File: src/rtl/mem_stage_if.sv
// Data-memory port of the MEM stage: request held until ready, read data
// returned later with an rvalid strobe. One transaction outstanding at a time.
interface mem_stage_if;
  logic        req;
  logic [31:0] addr;
  logic        wen;
  logic [3:0]  mask;
  logic [31:0] wdata;
  logic        ready;
  logic        rvalid;
  logic [31:0] rdata;

  modport master (output req, addr, wen, mask, wdata, input ready, rvalid, rdata);
  modport slave  (input req, addr, wen, mask, wdata, output ready, rvalid, rdata);
endinterface

File: src/rtl/mem_stage.sv
// RV32I memory-access stage: issues loads/stores on the data-memory port,
// aligns/extends load data, and registers the MEM/WB entry.
module mem_stage (
  input  logic        i_clk,
  input  logic        i_rst_n,
  input  logic        i_vld,
  input  logic [31:0] i_res,
  input  logic [31:0] i_wdata,
  input  logic [2:0]  i_opsel,
  input  logic        i_mem_read,
  input  logic        i_mem_write,
  input  logic        i_mem_reg,
  input  logic [4:0]  i_rd_waddr,
  input  logic        i_rd_wen,
  input  logic [31:0] i_pc,
  mem_stage_if.master dmem,
  output logic        o_stall,
  output logic        o_vld,
  output logic [4:0]  o_rd_waddr,
  output logic        o_rd_wen,
  output logic [31:0] o_wb_data,
  output logic [31:0] o_pc,
  output logic        o_trap_misaligned
);

  typedef enum logic [1:0] {IDLE, REQ, WAIT} state_t;

  state_t      state, state_nxt;
  logic [1:0]  lane;
  logic        size_b, size_h, size_w;
  logic        is_mem, misaligned, mem_go, wb_load;
  logic [3:0]  st_mask;
  logic [31:0] st_wdata;
  logic [7:0]  ld_byte;
  logic [15:0] ld_half;
  logic [31:0] ld_data;

  assign lane       = i_res[1:0];
  assign size_b     = (i_opsel[1:0] == 2'b00);
  assign size_h     = (i_opsel[1:0] == 2'b01);
  // funct3[1] set covers W and the reserved encodings 011/110/111, all word-sized.
  assign size_w     = i_opsel[1];
  assign is_mem     = i_mem_read | i_mem_write;
  assign misaligned = is_mem & ((size_h & lane[0]) | (size_w & (lane != 2'b00)));
  assign mem_go     = i_vld & is_mem & ~misaligned;

  always_comb begin
    // NOTE: every signal gets a default first so no latch can be inferred.
    st_mask  = 4'b0000;
    st_wdata = i_wdata;
    if (i_mem_write) begin
      if (size_b) begin
        st_mask  = 4'b0001 << lane;
        st_wdata = {4{i_wdata[7:0]}};
      end else if (size_h) begin
        st_mask  = lane[1] ? 4'b1100 : 4'b0011;
        st_wdata = {2{i_wdata[15:0]}};
      end else begin
        st_mask  = 4'b1111;
      end
    end
  end

  // Upstream holds EX/MEM while stalled, so these stay stable until ready.
  assign dmem.addr  = {i_res[31:2], 2'b00};
  assign dmem.wen   = i_mem_write;
  assign dmem.mask  = st_mask;
  assign dmem.wdata = st_wdata;

  always_comb begin
    case (lane)
      2'b00:   ld_byte = dmem.rdata[7:0];
      2'b01:   ld_byte = dmem.rdata[15:8];
      2'b10:   ld_byte = dmem.rdata[23:16];
      default: ld_byte = dmem.rdata[31:24];
    endcase
    ld_half = lane[1] ? dmem.rdata[31:16] : dmem.rdata[15:0];
    ld_data = dmem.rdata;
    if (size_b)
      ld_data = {{24{~i_opsel[2] & ld_byte[7]}}, ld_byte};
    else if (size_h)
      ld_data = {{16{~i_opsel[2] & ld_half[15]}}, ld_half};
  end

  always_ff @(posedge i_clk or negedge i_rst_n) begin
    // NOTE: clocked state uses non-blocking assignment so every flop sees pre-edge values.
    if (!i_rst_n) state <= IDLE;
    else          state <= state_nxt;
  end

  always_comb begin
    state_nxt = state;
    case (state)
      IDLE:    if (mem_go) state_nxt = REQ;
      REQ:     if (dmem.ready) state_nxt = i_mem_write ? IDLE : WAIT;
      WAIT:    if (dmem.rvalid) state_nxt = IDLE;
      default: state_nxt = IDLE;
    endcase
  end

  always_comb begin
    dmem.req = 1'b0;
    o_stall  = 1'b0;
    case (state)
      IDLE:    o_stall = mem_go;
      REQ: begin
        dmem.req = 1'b1;
        o_stall  = ~(dmem.ready & i_mem_write);
      end
      WAIT:    o_stall = ~dmem.rvalid;
      default: o_stall = 1'b0;
    endcase
  end

  // Every unstalled cycle retires (or bubbles) exactly one EX/MEM entry.
  assign wb_load = ~o_stall;

  always_ff @(posedge i_clk or negedge i_rst_n) begin
    if (!i_rst_n) begin
      o_vld             <= 1'b0;
      o_rd_waddr        <= 5'd0;
      o_rd_wen          <= 1'b0;
      o_wb_data         <= 32'd0;
      o_pc              <= 32'd0;
      o_trap_misaligned <= 1'b0;
    end else if (wb_load) begin
      o_vld             <= i_vld;
      o_rd_waddr        <= i_rd_waddr;
      o_rd_wen          <= i_vld & i_rd_wen & ~misaligned & ~i_mem_write;
      o_wb_data         <= (state == WAIT && i_mem_reg) ? ld_data : i_res;
      o_pc              <= i_pc;
      o_trap_misaligned <= i_vld & misaligned;
    end
  end

endmodule

File: src/flat_wrapper.sv
// flat-port wrapper written by rule: the top's interface ports become plain ports
module mem_stage_flat 
  (i_clk, i_rst_n, i_vld, i_res, i_wdata, i_opsel, i_mem_read, i_mem_write, i_mem_reg, i_rd_waddr, i_rd_wen, i_pc, o_stall, o_vld, o_rd_waddr, o_rd_wen, o_wb_data, o_pc, o_trap_misaligned, dmem_req, dmem_addr, dmem_wen, dmem_mask, dmem_wdata, dmem_ready, dmem_rvalid, dmem_rdata);
  mem_stage_if dmem_i ();
  input  logic i_clk;
  input  logic i_rst_n;
  input  logic i_vld;
  input  logic [31:0] i_res;
  input  logic [31:0] i_wdata;
  input  logic [2:0] i_opsel;
  input  logic i_mem_read;
  input  logic i_mem_write;
  input  logic i_mem_reg;
  input  logic [4:0] i_rd_waddr;
  input  logic i_rd_wen;
  input  logic [31:0] i_pc;
  output logic o_stall;
  output logic o_vld;
  output logic [4:0] o_rd_waddr;
  output logic o_rd_wen;
  output logic [31:0] o_wb_data;
  output logic [31:0] o_pc;
  output logic o_trap_misaligned;
  output wire logic [$bits(dmem_i.req)-1:0] dmem_req;
  output wire logic [$bits(dmem_i.addr)-1:0] dmem_addr;
  output wire logic [$bits(dmem_i.wen)-1:0] dmem_wen;
  output wire logic [$bits(dmem_i.mask)-1:0] dmem_mask;
  output wire logic [$bits(dmem_i.wdata)-1:0] dmem_wdata;
  input wire logic [$bits(dmem_i.ready)-1:0] dmem_ready;
  input wire logic [$bits(dmem_i.rvalid)-1:0] dmem_rvalid;
  input wire logic [$bits(dmem_i.rdata)-1:0] dmem_rdata;
  assign dmem_req = dmem_i.req;
  assign dmem_addr = dmem_i.addr;
  assign dmem_wen = dmem_i.wen;
  assign dmem_mask = dmem_i.mask;
  assign dmem_wdata = dmem_i.wdata;
  assign dmem_i.ready = dmem_ready;
  assign dmem_i.rvalid = dmem_rvalid;
  assign dmem_i.rdata = dmem_rdata;
  mem_stage u_core (.i_clk(i_clk), .i_rst_n(i_rst_n), .i_vld(i_vld), .i_res(i_res), .i_wdata(i_wdata), .i_opsel(i_opsel), .i_mem_read(i_mem_read), .i_mem_write(i_mem_write), .i_mem_reg(i_mem_reg), .i_rd_waddr(i_rd_waddr), .i_rd_wen(i_rd_wen), .i_pc(i_pc), .dmem(dmem_i), .o_stall(o_stall), .o_vld(o_vld), .o_rd_waddr(o_rd_waddr), .o_rd_wen(o_rd_wen), .o_wb_data(o_wb_data), .o_pc(o_pc), .o_trap_misaligned(o_trap_misaligned));
endmodule
File: config.mk
export PLATFORM = sky130hd
export DESIGN_NAME = mem_stage_flat
export DESIGN_NICKNAME = d
export VERILOG_FILES = /design/src/rtl/mem_stage_if.sv /design/src/rtl/mem_stage.sv /design/src/flat_wrapper.sv
export SDC_FILE = /design/constraint.sdc
export NUM_CORES = 1
export LEC_CHECK = 0
export CORE_MARGIN = 3
export CORE_UTILIZATION = 41
export DETAILED_ROUTE_END_ITERATION = 8
export PLACE_DENSITY = 0.95
export SKIP_LAST_GASP = 1
export SLEW_MARGIN = 20
export SYNTH_ARGS = -nofsm -noshare
export SYNTH_HDL_FRONTEND = slang
export SYNTH_SLANG_ARGS = --single-unit
File: constraint.sdc
create_clock -name i_clk -period 5.1 [get_ports i_clk]
set_input_delay 1.275 -clock i_clk [delete_from_list [all_inputs] [get_ports i_clk]]
set_output_delay 1.275 -clock i_clk [all_outputs]
set_load 0.1 [all_outputs]
==> reports/qor.yml <==
outcome:
  status: "finished, final reports clean"
floorplan:
  die_w_um: 112
  core-area_um2: 10900
  dieArea_um2: 12600
  start_util_pct: 42.4
  die_h_um: 112
  rows: 38
  ios: 288
clock_tree:
  numCtsBuffers: 9
  post_cts_buffers: 0
  cts_hold_buffers: 0
  clock_tree.root_cell: "clkbuf_16"
  cts_resized: 0
  path_clk_slew_ns: 0.06
  htree_levels: 3
  insertion_delay_ns: 0.32
  cts.sinks: 74
  cts_tree: "yes"
  clockBufferDepth: 2
global_route:
  grt_pass1_wl_um: 25500
  first_global_vias: 4530
  antenna_found_initial: 0
  track_usage_pct: 25.7
  grt_overflow_total: 0
  grt_max_degree: 75
min_path:
  worstHoldPathType: "reg -> reg"
worst_setup_path:
  cp_max_fo: 10
  required_ns: 3.83
  path_cells: "clkdlybuf4s50_1, buf_4, nand2b_1, nor2_2, mux2_2, buf_12"
  worstSetupStartpointType: "primary input"
  cp-end-kind: "primary output"
  arrival_ns: 3.00
  critPathMaxStageDelay_ns: 0.45
  cpMaxStageDelayCell: "clkdlybuf4s50_1"
  crit_type: "in -> out"
drt:
  vias_per_cell: 5.26
  firstDrtPassIters: 5
  drcViolationCount: 0
  wl_per_cell_um: 20.6
  routed-via-count: 4265
  ant_nets: 0
  totalWireLength_um: 16700
  drtIter0Drc: 236
timing:
  rsz0062_at_grt: "no"
  setup_viol: 0
  tightest_slew_ns: 1.10
  holdWs_ns: 0.493
  slew_violations: 0
  min_period_over_period_pct: 83.8
  relSlewSlack_pct: 26.7
  timing.fmax_mhz: 234
  hold_viol_final: 0
  post-route-min-period_ns: 4.28
  fin_skew_ns: 0.00483
power:
  ir_drop_v: 0.000361
  leakage_nw: 3.12
  p_per_area_nw_per_um2: 443
place:
  dp_cells: 795
  placed_area_um2: 7460
  io_buffers: 285
  dp_hpwl_um: 13200
  gp_congestion: 0.875
cells_and_area:
  fillers: 792
  num-nets-final: 811
  final_common_cell: "clkdlybuf4s50_1"
  stdcell_count: 811
  drive_above_1_share_pct: 29.5
  postLayoutCellArea_um2: 7740
  layout_common_cells: "216 x clkdlybuf4s50_1, 85 x mux2_2, 74 x dfrtp_1"
  antenna_cells: 0
  area_delta_synth_final_pct: 66.8
job:
  cap_viol_max_count: 0
synth:
  ys_ff_latch: 74
  yosysTopAreaCellShare_pct: 39.9
  yosysSeqAreaShare_pct: 39.9
  synthArstFlopShare_pct: 100
  synthCells: 432
  synth_top_area_cell: "dfrtp_1"
  syn-cell-area_um2: 4640
  netlist-cell-type-count: 42
  synth_edf_count: 0
  synthFlopType: "dfrtp_1"
  yosysWarnings: 0
  synth_area_leaders: "dfrtp_1 40%, mux2_2 21%, buf_4 7.8%"
  avgSynthCellArea_um2: 10.7
routing by layer:
layer	wire length, um	up-vias	track usage (%)
met5	0	-	0
met4	329	0	6.65
met3	1570	22	9.38
met2	8410	202	42.6
met1	6430	2059	31.8
li1	-	1982	-
through the flow:
stage | setup TNS (ns) | utilization [%] | total power, W | setup WS, ns
global placement | 0 | 68.2 | 0.00281 | 0.882
global route | 0 | 70.8 | 0.00353 | 0.722
detailed placement | 0 | 68.2 | 0.00284 | 0.841
CTS | 0 | 70.8 | 0.00344 | 0.834
floorplan | -0.475 | - | 0.00227 | -0.237
finish | 0 | 70.8 | 0.00343 | 0.824
report_power, final:
group / internal [W] / leakage (nW) / switching (W) / total (W)
combinational: 0.000568 / 2.13 / 0.00148 / 0.00205
sequential: 0.000710 / 0.870 / 0.0000672 / 0.000777
clock: 0.000345 / 0.124 / 0.000252 / 0.000596
worst max-delay path: cells and delay by family:
kind | cells | cell delay [ns]
mux | 1 | 0.43
buf+inv | 3 | 0.78
simple gates | 2 | 0.50
registers in the layout (all words and copies together) (netlist names):
name and cells:
u_core.o_trap_misaligned 1, u_core.o_rd_wen 1, u_core.o_rd_waddr 5, u_core.o_pc 32, u_core.o_vld 1, u_core.state 2, u_core.o_wb_data 32
cell type report:
type / instances / area, um^2 / share of cell area [%]
sequential: 74 / 1850 / 23.9
clock inverter: 5 / 38.8 / 0.501
timing repair buffer: 294 / 3110 / 40.2
inverter: 1 / 3.75 / 0.0485
clock buffer: 11 / 243 / 3.14
multi-input combinational: 286 / 2320 / 29.9
tap: 140 / 175 / 2.26
final timing paths:
path | slack (ns) | start | end | depth (start not counted)
setup / recovery | 0.82 | i_mem_write | dmem_wdata[14] | 6
max in group asynchronous | 3.41 | i_rst_n | u_core.o_wb_data[2] | 1
hold reg to reg | 0.49 | u_core.o_trap_misaligned | u_core.o_trap_misaligned | 1
hold / removal | 0.49 | u_core.o_trap_misaligned | u_core.o_trap_misaligned | 1
min in group asynchronous | 1.10 | i_rst_n | u_core.o_pc[0] | 1
setup reg to reg | 2.61 | u_core.state[0] | u_core.o_pc[24] | 5
cell usage after synthesis (2+ instances only):
cell type  number
o21a_1          3
nor2_1         20
clkbuf_2        2
a221oi_1        2
nand3b_1        2
mux2i_1        22
o21ai_0        38
buf_4          48
and2_1         14
nor2b_1         5
o2bb2ai_1       2
buf_2           9
nand2b_1        3
clkbuf_1       11
nor2_2          2
dfrtp_1        74
mux2_2         85
mux4_2          8
nand2_1        29
a21oi_1        14
and3b_1         2
a31oi_1        16
o211ai_1        2
cells by family after synthesis:
group | count (synthesis) | synth area share, %
AO/OA/AOI/OAI | 85 | 11.4
buffers and inverters | 73 | 10.2
flip-flops | 74 | 39.9
multiplexers | 116 | 29.5
other | 1 | 0.0808
AND/OR/NAND/NOR | 83 | 8.90
Note: power is estimated with default switching activity, not from simulation.
